**src/rtl/cpu_ctrl_pkg.sv**
```systemverilog
// Shared definitions for the multicycle CPU control unit.
// Holds the FSM state encoding, the opcode/funct constants it decodes, the ULA
// operation codes and the datapath mux select values, plus the packed bundle
// of registered control outputs.
package cpu_ctrl_pkg;

    localparam int unsigned CNT_W = 3;

    typedef enum logic [3:0] {
        S_RESET    = 4'd0,
        S_FETCH    = 4'd1,
        S_DECODE   = 4'd2,
        S_EX_R     = 4'd3,
        S_EX_ADDI  = 4'd4,
        S_WB_ALU   = 4'd5,
        S_MEM_ADDR = 4'd6,
        S_MEM_RD   = 4'd7,
        S_WB_MEM   = 4'd8,
        S_MEM_WR   = 4'd9,
        S_BRANCH   = 4'd10,
        S_JUMP     = 4'd11,
        S_EXCP     = 4'd12
    } state_t;

    // Opcodes (IR[31:26])
    localparam logic [5:0] OP_RTYPE = 6'b000000;
    localparam logic [5:0] OP_ADDI  = 6'b001000;
    localparam logic [5:0] OP_LW    = 6'b100011;
    localparam logic [5:0] OP_SW    = 6'b101011;
    localparam logic [5:0] OP_BEQ   = 6'b000100;
    localparam logic [5:0] OP_J     = 6'b000010;

    // R-type funct codes (IR[5:0])
    localparam logic [5:0] FN_ADD = 6'b100000;
    localparam logic [5:0] FN_SUB = 6'b100010;
    localparam logic [5:0] FN_AND = 6'b100100;

    // ULA operation codes
    localparam logic [2:0] ULA_LOAD = 3'b000;
    localparam logic [2:0] ULA_ADD  = 3'b001;
    localparam logic [2:0] ULA_SUB  = 3'b010;
    localparam logic [2:0] ULA_AND  = 3'b011;

    // Memory address mux
    localparam logic [2:0] MEM_SEL_PC     = 3'b000;
    localparam logic [2:0] MEM_SEL_ALUOUT = 3'b001;

    // ULA operand A mux
    localparam logic       A_SEL_PC = 1'b0;
    localparam logic       A_SEL_A  = 1'b1;

    // ULA operand B mux
    localparam logic [1:0] B_SEL_B       = 2'b00;
    localparam logic [1:0] B_SEL_FOUR    = 2'b01;
    localparam logic [1:0] B_SEL_SEXT    = 2'b10;
    localparam logic [1:0] B_SEL_SEXT_SH = 2'b11;

    // Register file write address mux
    localparam logic [1:0] WREG_RT = 2'b00;
    localparam logic [1:0] WREG_RD = 2'b01;

    // Register file write data mux
    localparam logic [2:0] WDATA_ALUOUT = 3'b000;
    localparam logic [2:0] WDATA_MEM    = 3'b001;

    // PC source mux
    localparam logic [2:0] PC_SRC_ULA    = 3'b000;
    localparam logic [2:0] PC_SRC_ALUOUT = 3'b001;
    localparam logic [2:0] PC_SRC_JUMP   = 3'b010;
    localparam logic [2:0] PC_SRC_EXC    = 3'b100;

    // Registered control outputs
    typedef struct packed {
        logic       pc_w;
        logic       mem_w;
        logic       ir_w;
        logic       rb_w;
        logic       ab_w;
        logic       alu_w;
        logic       epc_w;
        logic [2:0] ula_c;
        logic [2:0] sel_mem;
        logic       sel_a;
        logic [1:0] sel_b;
        logic [1:0] sel_wreg;
        logic [2:0] sel_wdata;
        logic [2:0] sel_pc;
        logic       cause;
    } ctrl_t;

    // True for the R-type functions the datapath implements
    function automatic logic r_supported(input logic [5:0] fn);
        return (fn == FN_ADD) || (fn == FN_SUB) || (fn == FN_AND);
    endfunction

    // ULA operation for a supported R-type function
    function automatic logic [2:0] funct_to_ula(input logic [5:0] fn);
        logic [2:0] op;
        op = ULA_ADD;
        if (fn == FN_SUB) op = ULA_SUB;
        if (fn == FN_AND) op = ULA_AND;
        return op;
    endfunction

endpackage

```
**src/rtl/control_unit.sv**
```systemverilog
// Multicycle control FSM for the MIPS-subset datapath.
// Sequences fetch/decode/execute/memory/writeback and raises overflow and
// invalid-opcode exceptions through EPC.
// Parameters: MEM_WAIT extra wait cycles per memory read (0..7),
//             EXC_VECTOR exception handler address.
// Ports: clk, reset (async, active-low); OPCODE/funct from IR; Of/Eq ULA flags;
//        write enables PC_w, MEM_w, IR_w, RB_w, AB_w, ALU_w, EPC_w; ULA_c;
//        mux selects M_selector_*; exc_addr; cause (0 overflow, 1 invalid).
module control_unit
    import cpu_ctrl_pkg::*;
#(
    parameter int unsigned MEM_WAIT   = 1,
    parameter logic [31:0] EXC_VECTOR = 32'h0000_00FC
) (
    input  logic        clk,
    input  logic        reset,
    input  logic [5:0]  OPCODE,
    input  logic [5:0]  funct,
    input  logic        Of,
    input  logic        Eq,
    output logic        PC_w,
    output logic        MEM_w,
    output logic        IR_w,
    output logic        RB_w,
    output logic        AB_w,
    output logic        ALU_w,
    output logic        EPC_w,
    output logic [2:0]  ULA_c,
    output logic [2:0]  M_selector_Memory,
    output logic        M_selector_A,
    output logic [1:0]  M_selector_B,
    output logic [1:0]  M_selector_writereg,
    output logic [2:0]  M_selector_WDATA,
    output logic [2:0]  M_selector_ALUOut,
    output logic [31:0] exc_addr,
    output logic        cause
);

    localparam logic [CNT_W-1:0] CNT_LAST = CNT_W'(MEM_WAIT);

    state_t             state_q, state_d;
    logic [CNT_W-1:0]   cnt_q, cnt_d;
    ctrl_t              ctrl_q, ctrl_d;
    logic               branch_take;

    // State, wait counter and output register
    always_ff @(posedge clk or negedge reset) begin
        if (!reset) begin
            state_q <= S_RESET;
            cnt_q   <= '0;
            ctrl_q  <= '0;
        end else begin
            state_q <= state_d;
            cnt_q   <= cnt_d;
            ctrl_q  <= ctrl_d;
        end
    end

    // Next state, then the outputs belonging to that state (registered Moore)
    always_comb begin
        state_d = state_q;
        cnt_d   = cnt_q;
        ctrl_d  = '0;

        case (state_q)
            S_RESET:  state_d = S_FETCH;
            S_FETCH: begin
                if (cnt_q == CNT_LAST) state_d = S_DECODE;
                else                   cnt_d   = cnt_q + CNT_W'(1);
            end
            S_DECODE: begin
                if (OPCODE == OP_RTYPE && r_supported(funct)) state_d = S_EX_R;
                else if (OPCODE == OP_ADDI)                   state_d = S_EX_ADDI;
                else if (OPCODE == OP_LW || OPCODE == OP_SW)  state_d = S_MEM_ADDR;
                else if (OPCODE == OP_BEQ)                    state_d = S_BRANCH;
                else if (OPCODE == OP_J)                      state_d = S_JUMP;
                else                                          state_d = S_EXCP;
            end
            // Logical AND cannot overflow, so Of is ignored for it
            S_EX_R:    state_d = (Of && funct != FN_AND) ? S_EXCP : S_WB_ALU;
            S_EX_ADDI: state_d = Of ? S_EXCP : S_WB_ALU;
            S_MEM_ADDR: state_d = (OPCODE == OP_LW) ? S_MEM_RD : S_MEM_WR;
            S_MEM_RD: begin
                if (cnt_q == CNT_LAST) state_d = S_WB_MEM;
                else                   cnt_d   = cnt_q + CNT_W'(1);
            end
            S_WB_ALU, S_WB_MEM, S_MEM_WR,
            S_BRANCH, S_JUMP, S_EXCP: state_d = S_FETCH;
            default:  state_d = S_RESET;
        endcase

        // Counted states always start from zero
        if ((state_d == S_FETCH || state_d == S_MEM_RD) && state_d != state_q)
            cnt_d = '0;

        case (state_d)
            S_FETCH: begin
                ctrl_d.sel_mem = MEM_SEL_PC;
                ctrl_d.sel_a   = A_SEL_PC;
                ctrl_d.sel_b   = B_SEL_FOUR;
                ctrl_d.ula_c   = ULA_ADD;
                if (cnt_d == CNT_LAST) begin
                    ctrl_d.ir_w   = 1'b1;
                    ctrl_d.pc_w   = 1'b1;
                    ctrl_d.sel_pc = PC_SRC_ULA;
                end
            end
            S_DECODE: begin
                // ALUOut <= PC + (signext << 2): branch target ready for BRANCH
                ctrl_d.ab_w  = 1'b1;
                ctrl_d.alu_w = 1'b1;
                ctrl_d.sel_a = A_SEL_PC;
                ctrl_d.sel_b = B_SEL_SEXT_SH;
                ctrl_d.ula_c = ULA_ADD;
            end
            S_EX_R: begin
                ctrl_d.sel_a = A_SEL_A;
                ctrl_d.sel_b = B_SEL_B;
                ctrl_d.ula_c = funct_to_ula(funct);
                ctrl_d.alu_w = 1'b1;
            end
            S_EX_ADDI, S_MEM_ADDR: begin
                ctrl_d.sel_a = A_SEL_A;
                ctrl_d.sel_b = B_SEL_SEXT;
                ctrl_d.ula_c = ULA_ADD;
                ctrl_d.alu_w = 1'b1;
            end
            S_WB_ALU: begin
                ctrl_d.rb_w      = 1'b1;
                ctrl_d.sel_wdata = WDATA_ALUOUT;
                ctrl_d.sel_wreg  = (state_q == S_EX_R) ? WREG_RD : WREG_RT;
            end
            S_MEM_RD: ctrl_d.sel_mem = MEM_SEL_ALUOUT;
            S_WB_MEM: begin
                ctrl_d.rb_w      = 1'b1;
                ctrl_d.sel_wreg  = WREG_RT;
                ctrl_d.sel_wdata = WDATA_MEM;
            end
            S_MEM_WR: begin
                ctrl_d.sel_mem = MEM_SEL_ALUOUT;
                ctrl_d.mem_w   = 1'b1;
            end
            S_BRANCH: begin
                ctrl_d.sel_a = A_SEL_A;
                ctrl_d.sel_b = B_SEL_B;
                ctrl_d.ula_c = ULA_SUB;
            end
            S_JUMP: begin
                ctrl_d.pc_w   = 1'b1;
                ctrl_d.sel_pc = PC_SRC_JUMP;
            end
            S_EXCP: begin
                // EPC <= PC - 4; arrival straight from DECODE means invalid opcode
                ctrl_d.sel_a  = A_SEL_PC;
                ctrl_d.sel_b  = B_SEL_FOUR;
                ctrl_d.ula_c  = ULA_SUB;
                ctrl_d.epc_w  = 1'b1;
                ctrl_d.pc_w   = 1'b1;
                ctrl_d.sel_pc = PC_SRC_EXC;
                ctrl_d.cause  = (state_q == S_DECODE);
            end
            default: ctrl_d = '0;
        endcase
    end

    // Eq is only known while BRANCH compares A and B, so the taken-branch PC write
    // is the one output term that follows the flag within the cycle
    assign branch_take = (state_q == S_BRANCH) && Eq;

    assign PC_w                = ctrl_q.pc_w | branch_take;
    assign MEM_w               = ctrl_q.mem_w;
    assign IR_w                = ctrl_q.ir_w;
    assign RB_w                = ctrl_q.rb_w;
    assign AB_w                = ctrl_q.ab_w;
    assign ALU_w               = ctrl_q.alu_w;
    assign EPC_w               = ctrl_q.epc_w;
    assign ULA_c               = ctrl_q.ula_c;
    assign M_selector_Memory   = ctrl_q.sel_mem;
    assign M_selector_A        = ctrl_q.sel_a;
    assign M_selector_B        = ctrl_q.sel_b;
    assign M_selector_writereg = ctrl_q.sel_wreg;
    assign M_selector_WDATA    = ctrl_q.sel_wdata;
    assign M_selector_ALUOut   = ctrl_q.sel_pc | (branch_take ? PC_SRC_ALUOUT : 3'b000);
    assign exc_addr            = EXC_VECTOR;
    assign cause               = ctrl_q.cause;

endmodule

```
**config.mk**
```make
export PLATFORM = sky130hd
export DESIGN_NAME = control_unit
export DESIGN_NICKNAME = d
export VERILOG_FILES = /design/src/rtl/cpu_ctrl_pkg.sv /design/src/rtl/control_unit.sv
export SDC_FILE = /design/constraint.sdc
export NUM_CORES = 1
export LEC_CHECK = 0
export CORE_MARGIN = 2
export CORE_UTILIZATION = 28
export DETAILED_ROUTE_END_ITERATION = 8
export PLACE_DENSITY = 0.58
export SYNTH_ARGS = -nofsm -noshare
export SYNTH_HDL_FRONTEND = slang
export SYNTH_SLANG_ARGS = --single-unit
```
**constraint.sdc**
```tcl
create_clock -name clk -period 2.3 [get_ports clk]
set_input_delay 0.46 -clock clk [delete_from_list [all_inputs] [get_ports clk]]
set_output_delay 0.46 -clock clk [all_outputs]
set_load 0.02 [all_outputs]
```
# Word-level counts from Yosys, hierarchy flattened
# Index checks and enable logic that the tools add are counted.
# totals
inputBits	16
register_bits	32
out_inout_bits	57
# classes
n_eq_ne	36
mux	32
n_reduce_logical	21
bitwise	2
addsub	1
# ops
operator	count
$eq A4 B4 Y1 const B	10
$eq A4 B3 Y1 const B	8
$mux W4	8
$eq A6 B6 Y1 const B	5
$pmux W4 S7	1
$eq A4 B2 Y1 const B	4
$reduce_or A2 Y1	8
$mux W3	5
$pmux W3 S4	1
$mux W1	11
$eq A4 B1 Y1 const B	2
$pmux W4 S2	1
$reduce_or A4 Y1	2
$reduce_or A7 Y1	1
$eq A3 B1 Y1 const B	2
$eq A6 B2 Y1 const B	1
$eq A6 B3 Y1 const B	1
$eq A6 B4 Y1 const B	1
$logic_not A6 Y1	1
$ne A6 B6 Y1 const B	1
$pmux W2 S3	1
$pmux W3 S2	1
$logic_and A1 B1 Y1	4
$logic_not A4 Y1	1
7 further kinds	11

# Depth between registers and ports, before layout
# Gate-level depths: netlist of the first run.
# depth
depth_word	14
ltp_mapped	10

# Worst setup path before layout of the first run
# No wires, ideal clock.
# synth_path
kind	input -> register
from	input port OPCODE[0]
to	register cnt_q[2]
t_arrival_ns	1.933
path_stages	6
slack_ns	0.241
setup_ns	0.126
path_cell_list	or3_1 or3_4 nand3_2 nand3_1 and2_4 a311o_1
# synth_via
elab_chain_cells	11
elab_cells_between_ends	21
# synth_lines
item	line_no	rtl
start: declaration	control_unit.sv:17	input logic [5:0] OPCODE,
$eq A6 B2 Y1	control_unit.sv:76	else if (OPCODE == OP_J) state_d = S_JUMP;
$mux W3	control_unit.sv:76	
$mux W3	control_unit.sv:75	else if (OPCODE == OP_BEQ) state_d = S_BRANCH;
$mux W4	control_unit.sv:74	else if (OPCODE == OP_LW || OPCODE == OP_SW) state_d = S_MEM_ADDR;
$mux W4	control_unit.sv:73	else if (OPCODE == OP_ADDI) state_d = S_EX_ADDI;
$mux W4	control_unit.sv:72	if (OPCODE == OP_RTYPE && r_supported(funct)) state_d = S_EX_R;
$pmux W4 S7 *	control_unit.sv:65	case (state_q)
$eq A4 B1 Y1 / $eq A4 B3 Y1 (equally long branches)	control_unit.sv:93	if ((state_d == S_FETCH || state_d == S_MEM_RD) && state_d != state_q)
$logic_or A1 B1 Y1	control_unit.sv:93	
$logic_and A1 B1 Y1 *	control_unit.sv:93	
$mux W3 *	control_unit.sv:93	
via cnt_d[2]	control_unit.sv:42	logic [CNT_W-1:0] cnt_q, cnt_d;
end signal: assignment	control_unit.sv:54	cnt_q <= cnt_d;
end: declaration	control_unit.sv:42	
# Mark *: on every way through the listed nets, which the timed path passes. The rest lies on a longest branch.

# Worst setup path in the final report of the first run
# Ends and elaborated chain as after synthesis.

==> results of run 1 <==
[state kept, by name, indices dropped and copies added, names as in the netlist, 2 cells and up]
signal        count
M_selector_B      2
ULA_c             2
cnt_q             3
ctrl_q            2
state_q           4
[routing by layer]
metal  wire length (um)  track usage [%]
met4                 27             4.00
met5                  0                0
met2               1550             15.6
met1               1490             13.5
met3                210             1.21
[metrics by stage]
stage	instances	TNS (ns)	hold slack [ns]	utilization [%]
after floorplan	210	0	0.164	-
after global placement	294	-1.88	0.504	35.3
after detailed placement	294	-2.50	0.513	35.3
after CTS	298	0	0.535	36.5
after global routing	298	-0.00581	0.565	36.9
final	298	0	0.530	36.9
[how the worst min path moves through the flow]
stage                     endpoint     start  slack [ns]  cells after the start
final                     cnt_q[1]  cnt_q[1]        0.53                      1
after global routing      cnt_q[1]  cnt_q[1]        0.56                      1
after detailed placement  cnt_q[1]  cnt_q[1]        0.51                      1
after global placement    cnt_q[1]  cnt_q[1]        0.50                      1
after floorplan               AB_w     reset        0.16                      0
after CTS                 cnt_q[1]  cnt_q[1]        0.54                      1
[Yosys cell counts (2+ instances only)]
cell type  number  area, um^2
a21oi_1         2        10.0
buf_4          48         360
buf_6           2        22.5
conb_1          2        7.51
dfrtp_1        24         601
ha_1            2        25.0
inv_1           3        11.3
nand2_1         6        22.5
nand2b_1        4        25.0
nand3_1         5        25.0
nand3_2         2        20.0
nand4_1         2        12.5
nor2_1         11        41.3
nor2b_1         3        18.8
nor3_1          6        30.0
nor3_2          2        20.0
nor3b_1         2        15.0
nor4b_1         2        17.5
nor4b_2         2        30.0
o21ai_1         2        10.0
or2_1           2        12.5
or3_4           2        22.5
xnor2_1         3        26.3
[worst register-to-register path, stage by stage, from the launching register on]
cell and delay, ns:
dfrtp_1 0.43, ha_1 0.26, nor2b_1 0.17, a211oi_2 0.41, o21ai_2 0.11, and3_2 0.24
or3_4 0.35, nand4_1 0.10
[repair_timing]
action,4_1_cts,5_1_grt
setup endpoints to repair,2,7
endpoints found under the hold margin,0,0
resized for setup,2,5
cloned,0,0
[layout make-up]
type | instances | area (um^2)
clock buffers | 3 | 41.3
clock inverters | 1 | 30.0
fillers | 617 | 3710
inverters | 4 | 15.0
multi-input cells | 130 | 851
flip-flops and latches | 24 | 601
well taps | 75 | 93.8
repair buffers | 61 | 541
[cell families (layout without fill, tap and decap cells)]
| family | after synthesis | count (layout) | synth area share [%] |
|---|---|---|---|
| compound gates | 20 | 20 | 9.57 |
| simple gates | 66 | 66 | 27.1 |
| other cells | 2 | 38 | 0.442 |
| xor+xnor | 3 | 3 | 1.55 |
| flops | 24 | 24 | 35.3 |
| fa+ha+maj | 2 | 2 | 1.47 |
| mux | 1 | 1 | 0.589 |
| buf+inv | 56 | 69 | 24.0 |
[cell usage in the layout, fill, tap and decap left out, drive strengths merged, types with 2 or more instances in the layout]
master	Yosys	routed
a21boi	2	2
a21oi	2	2
buf	51	27
clkbuf	1	3
clkdlybuf4s50	0	32
conb	2	38
dfrtp	24	24
dlygate4sd2	0	2
ha	2	2
inv	4	4
nand2	6	6
nand2b	5	5
nand3	7	7
nand3b	2	2
nand4	2	2
nor2	11	11
nor2b	3	3
nor3	8	8
nor3b	2	2
nor4b	4	4
o21ai	4	4
or2	3	3
or3	3	3
xnor2	3	3
[report_power, final]
group / internal (uW) / switching [uW]
sequential: 547 / 88.6
clock: 232 / 128
combinational: 679 / 689
total: 1460 / 906
==> reports/qor.csv, run 1 <==
metric,value,unit
route.vias.total,1243,
root_buffer,clkbuf_8,
syn_inst,174,
worstPathArrival,2.39,ns
synth-seq-cells,24,
post_cts_buffers,0,
cts_tree,built,
wire_per_inst,11.0,um
netlist-cell-type-count,58,
synthArstFlopShare,100,%
antenna_found_initial,0,
grt-ovfl-total,0,
finalSetupViolCount,0,
p_per_area,1090,mW/mm^2
wl,3270,um
drtIter0Drc,50,
hold_violations,0,
crit_chain,clkdlybuf4s50_1 > or3_4 > or3_4 > nand3_2 > nand3_1 > and2_4 > a311o_1,
yosys_warnings,0,
power.leakage,0.000991,uW
h-tree-depth,1,
grt_usage,9.85,%
r2r-end,ULA_c[0],
num_rows,28,
grt_max_degree,25,
drv_cap,0,
synth-edff-count,0,
worstRegToRegCells,7,
drive_above_1_share,24.2,%
finish.instance_area,0.00217,mm^2
finalWorstSetupSlack,0.0585,ns
diodes,0,
first_pass_iters,4,
crit_path_end_kind,flip-flop,
cts-buffers-inserted,3,
postCtsHoldBufs,0,
crit_type,in2reg,
grt_pass1_wl,5110,um
syn_area,0.00170,mm^2
io_buffers,34,
cp_data_required_time,2.45,ns
synth_top_flop_cell,dfrtp_1,
fmax,446,MHz
start_util,28.9,%
ant_nets,0,
dp.final_hpwl,2650,um
clkSinkCount,24,
slew_violations,0,
nNetsFinal,242,
avgSynthCellArea,9.77,um^2
r2r-start,cnt_q[0],
min_period,2.24,ns
area_delta_synth_final,27.7,%
crit_family,simple AND/OR/NAND/NOR gates,
grt_pass1_vias,1109,
clockBufferDepth,2,
pre_cts_slack,-0.231,ns
gp_congestion,0.863,
ff2ff_setup_slack,0.16,ns
hold_class,reg2reg,
place_area,0.00208,mm^2
vdd_drop_max,461,uV
drcViolationCount,0,
viasPerCell,4.17,
start_kind,input port,
period_share,97.5,%
crit_path_start,OPCODE[0],
clock_latency,0.26,ns
clk_pin_slew,0.08,ns
finClkSkew,0.00270,ns
crit_buf_inv,1,
cp_slowest_cell,clkdlybuf4s50_1,
crit_top_cell,or3_4,
dieArea,0.00671,mm^2
seq_area_frac_synth,35.3,%
cp-endpoint,cnt_q[2],
cp_max_fo,3,
core,0.00589,mm^2
die_width,81.9,um
status,completed,
boundaryPins,73,
dieHeight,81.9,um
power.total,2360,uW
cp_slowest_stage_delay,0.42,ns
cp.depth,7,
No activity file was read; power rests on OpenSTA's default activity.
==> run 2, diff against run 1 <==
--- a/config.mk
+++ b/config.mk
@@ -6,9 +6,9 @@
 export NUM_CORES = 1
 export LEC_CHECK = 0
 export CORE_MARGIN = 2
-export CORE_UTILIZATION = 28
+export CORE_UTILIZATION = 46
 export DETAILED_ROUTE_END_ITERATION = 8
-export PLACE_DENSITY = 0.58
+export PLACE_DENSITY = 0.87
 export SYNTH_ARGS = -nofsm -noshare
 export SYNTH_HDL_FRONTEND = slang
 export SYNTH_SLANG_ARGS = --single-unit
==> constraint.sdc (replaced) <==
create_clock -name clk -period 2.6 [get_ports clk]
set_input_delay 0.52 -clock clk [delete_from_list [all_inputs] [get_ports clk]]
set_output_delay 0.52 -clock clk [all_outputs]
set_load 0.02 [all_outputs]
==> reports/qor.csv, run 2 (synthesis gave the netlist of run 1 again) <==
metric,value,unit,change
grt_pass1_wl,4640,um,-9.2%
post-route-util,56.4,%,+20 points
hold_violations,0,,unchanged
busiest_layer,met2,,
start_util,47.2,%,+18 points
cp_max_fo,2,,-1
rsz0062_at_grt,false,,
met3_usage,2.08,%,+0.87 points
use_met2,22.7,%,+7.1 points
grt_pass1_vias,1084,,-2.3%
cts_resized,0,,-2
postCtsHoldBufs,0,,unchanged
layout_commonest_cell,conb_1,,
finalSetupViolCount,0,,unchanged
num_rows,22,,-21%
period_share,95.7,%,
power.leakage,0.000918,uW,-7.4%
largest_reg_flops,4,,unchanged
cts_tree,built,,
use_met1,18.9,%,+5.3 points
start_kind,input port,,
ant_nets,0,,unchanged
final.setup.tns,0,ns,unchanged
cts-buffers-inserted,3,,unchanged
r2r-end,RB_w,,
place_area,0.00196,mm^2,-5.6%
slew_violations,0,,unchanged
boundaryPins,73,,unchanged
drcViolationCount,0,,unchanged
clockBufferDepth,2,,unchanged
crit_path_end_kind,primary output,,
fmax,402,MHz,
stdcell_count,260,,-13%
whs_path_depth,1,,unchanged
finClkSkew,0.00970,ns,+0.00700 ns
gp_congestion,0.902,,+4.4%
grt_usage,14.2,%,+4.3 points
wl,2700,um,-18%
ff2ff_setup_slack,0.50,ns,+0.34 ns
nNetsFinal,231,,-4.5%
grt_max_degree,25,,unchanged
final_cell_mix,"conb_1, clkdlybuf4s50_1, dfrtp_1, buf_4, nor2_1",,
drive_above_1_share,18.9,%,-5.3 points
diodes,0,,unchanged
h-tree-depth,1,,unchanged
dp.cells,256,,-13%
clkSinkCount,24,,unchanged
status,completed,,
worstPathArrival,1.97,ns,-0.42 ns
cp-endpoint,PC_w,,
dieHeight,64.8,um,-21%
r2r-start,state_q[0],,
hold_class,reg2reg,,
cp_data_required_time,2.08,ns,-0.37 ns
holdWs,0.536,ns,+0.00607 ns
area_delta_synth_final,19.6,%,
first_pass_iters,4,,unchanged
post_cts_buffers,0,,unchanged
finish.instance_area,0.00203,mm^2,-6.3%
root_buffer,clkbuf_8,,
grt-ovfl-total,0,,unchanged
dieArea,0.00420,mm^2,-37%
vdd_drop_max,326,uV,-29%
io_buffers,34,,unchanged
crit_type,in2out,,
worstRegToRegCells,7,,unchanged
dp.final_hpwl,2160,um,-19%
drv_cap,0,,unchanged
p_per_area,979,mW/mm^2,-10%
reg_top3,"state_q x4, cnt_q x3",,
die_width,64.8,um,-21%
min_period,2.49,ns,
drtIter0Drc,44,,-12%
wire_per_inst,10.4,um,-5.5%
route.vias.total,1206,,-3.0%
core,0.00361,mm^2,-39%
viasPerCell,4.64,,+11%
clk_pin_slew,0.07,ns,about the same
clock_latency,0.27,ns,about the same
regMostFlops,state_q,,
crit_path_start,Eq,,
antenna_found_initial,0,,unchanged
run 2: cell type report:
type | count | area [um^2]
fillers | 337 | 1570
multi-input cells | 130 | 827
clock buffers | 3 | 41.3
repair buffers | 50 | 460
inverters | 4 | 15.0
well taps | 48 | 60.1
clock inverters | 1 | 30.0
flip-flops and latches | 24 | 601
run 2: worst min path at each step:
stage | start | end | slack [ns]
after floorplan | reset | AB_w | 0.22
after global placement | cnt_q[1] | cnt_q[1] | 0.50
after detailed placement | cnt_q[1] | cnt_q[1] | 0.52
after CTS | cnt_q[1] | cnt_q[1] | 0.53
after global routing | cnt_q[1] | cnt_q[1] | 0.55
final | cnt_q[1] | cnt_q[1] | 0.54
run 2: worst max-delay path, cell delays in order:
cell and delay, ns:
clkdlybuf4s50_1 0.46, nand2_1 0.05, nor3_1 0.20, or2_2 0.15, clkdlybuf4s50_1 0.59
run 2: where the power goes:
part	total [uW]	switching, uW	internal (uW)
registers	557	73.5	484
logic	1110	591	521
clock network	321	116	206
total	1990	780	1210
run 2: layer usage:
metal	share of wire [%]	vias to the layer above
met5	0	-
met4	2.1	0
met3	8.4	5
met2	45	69
met1	44	541
li1	-	591
run 2: stage by stage:
stage                     power [uW]  worst slack, ns
after floorplan                 1440            0.481
after global placement          1650           0.0196
after detailed placement        1670          0.00506
after CTS                       1990            0.122
after global routing            2140           0.0513
final                           1990            0.112
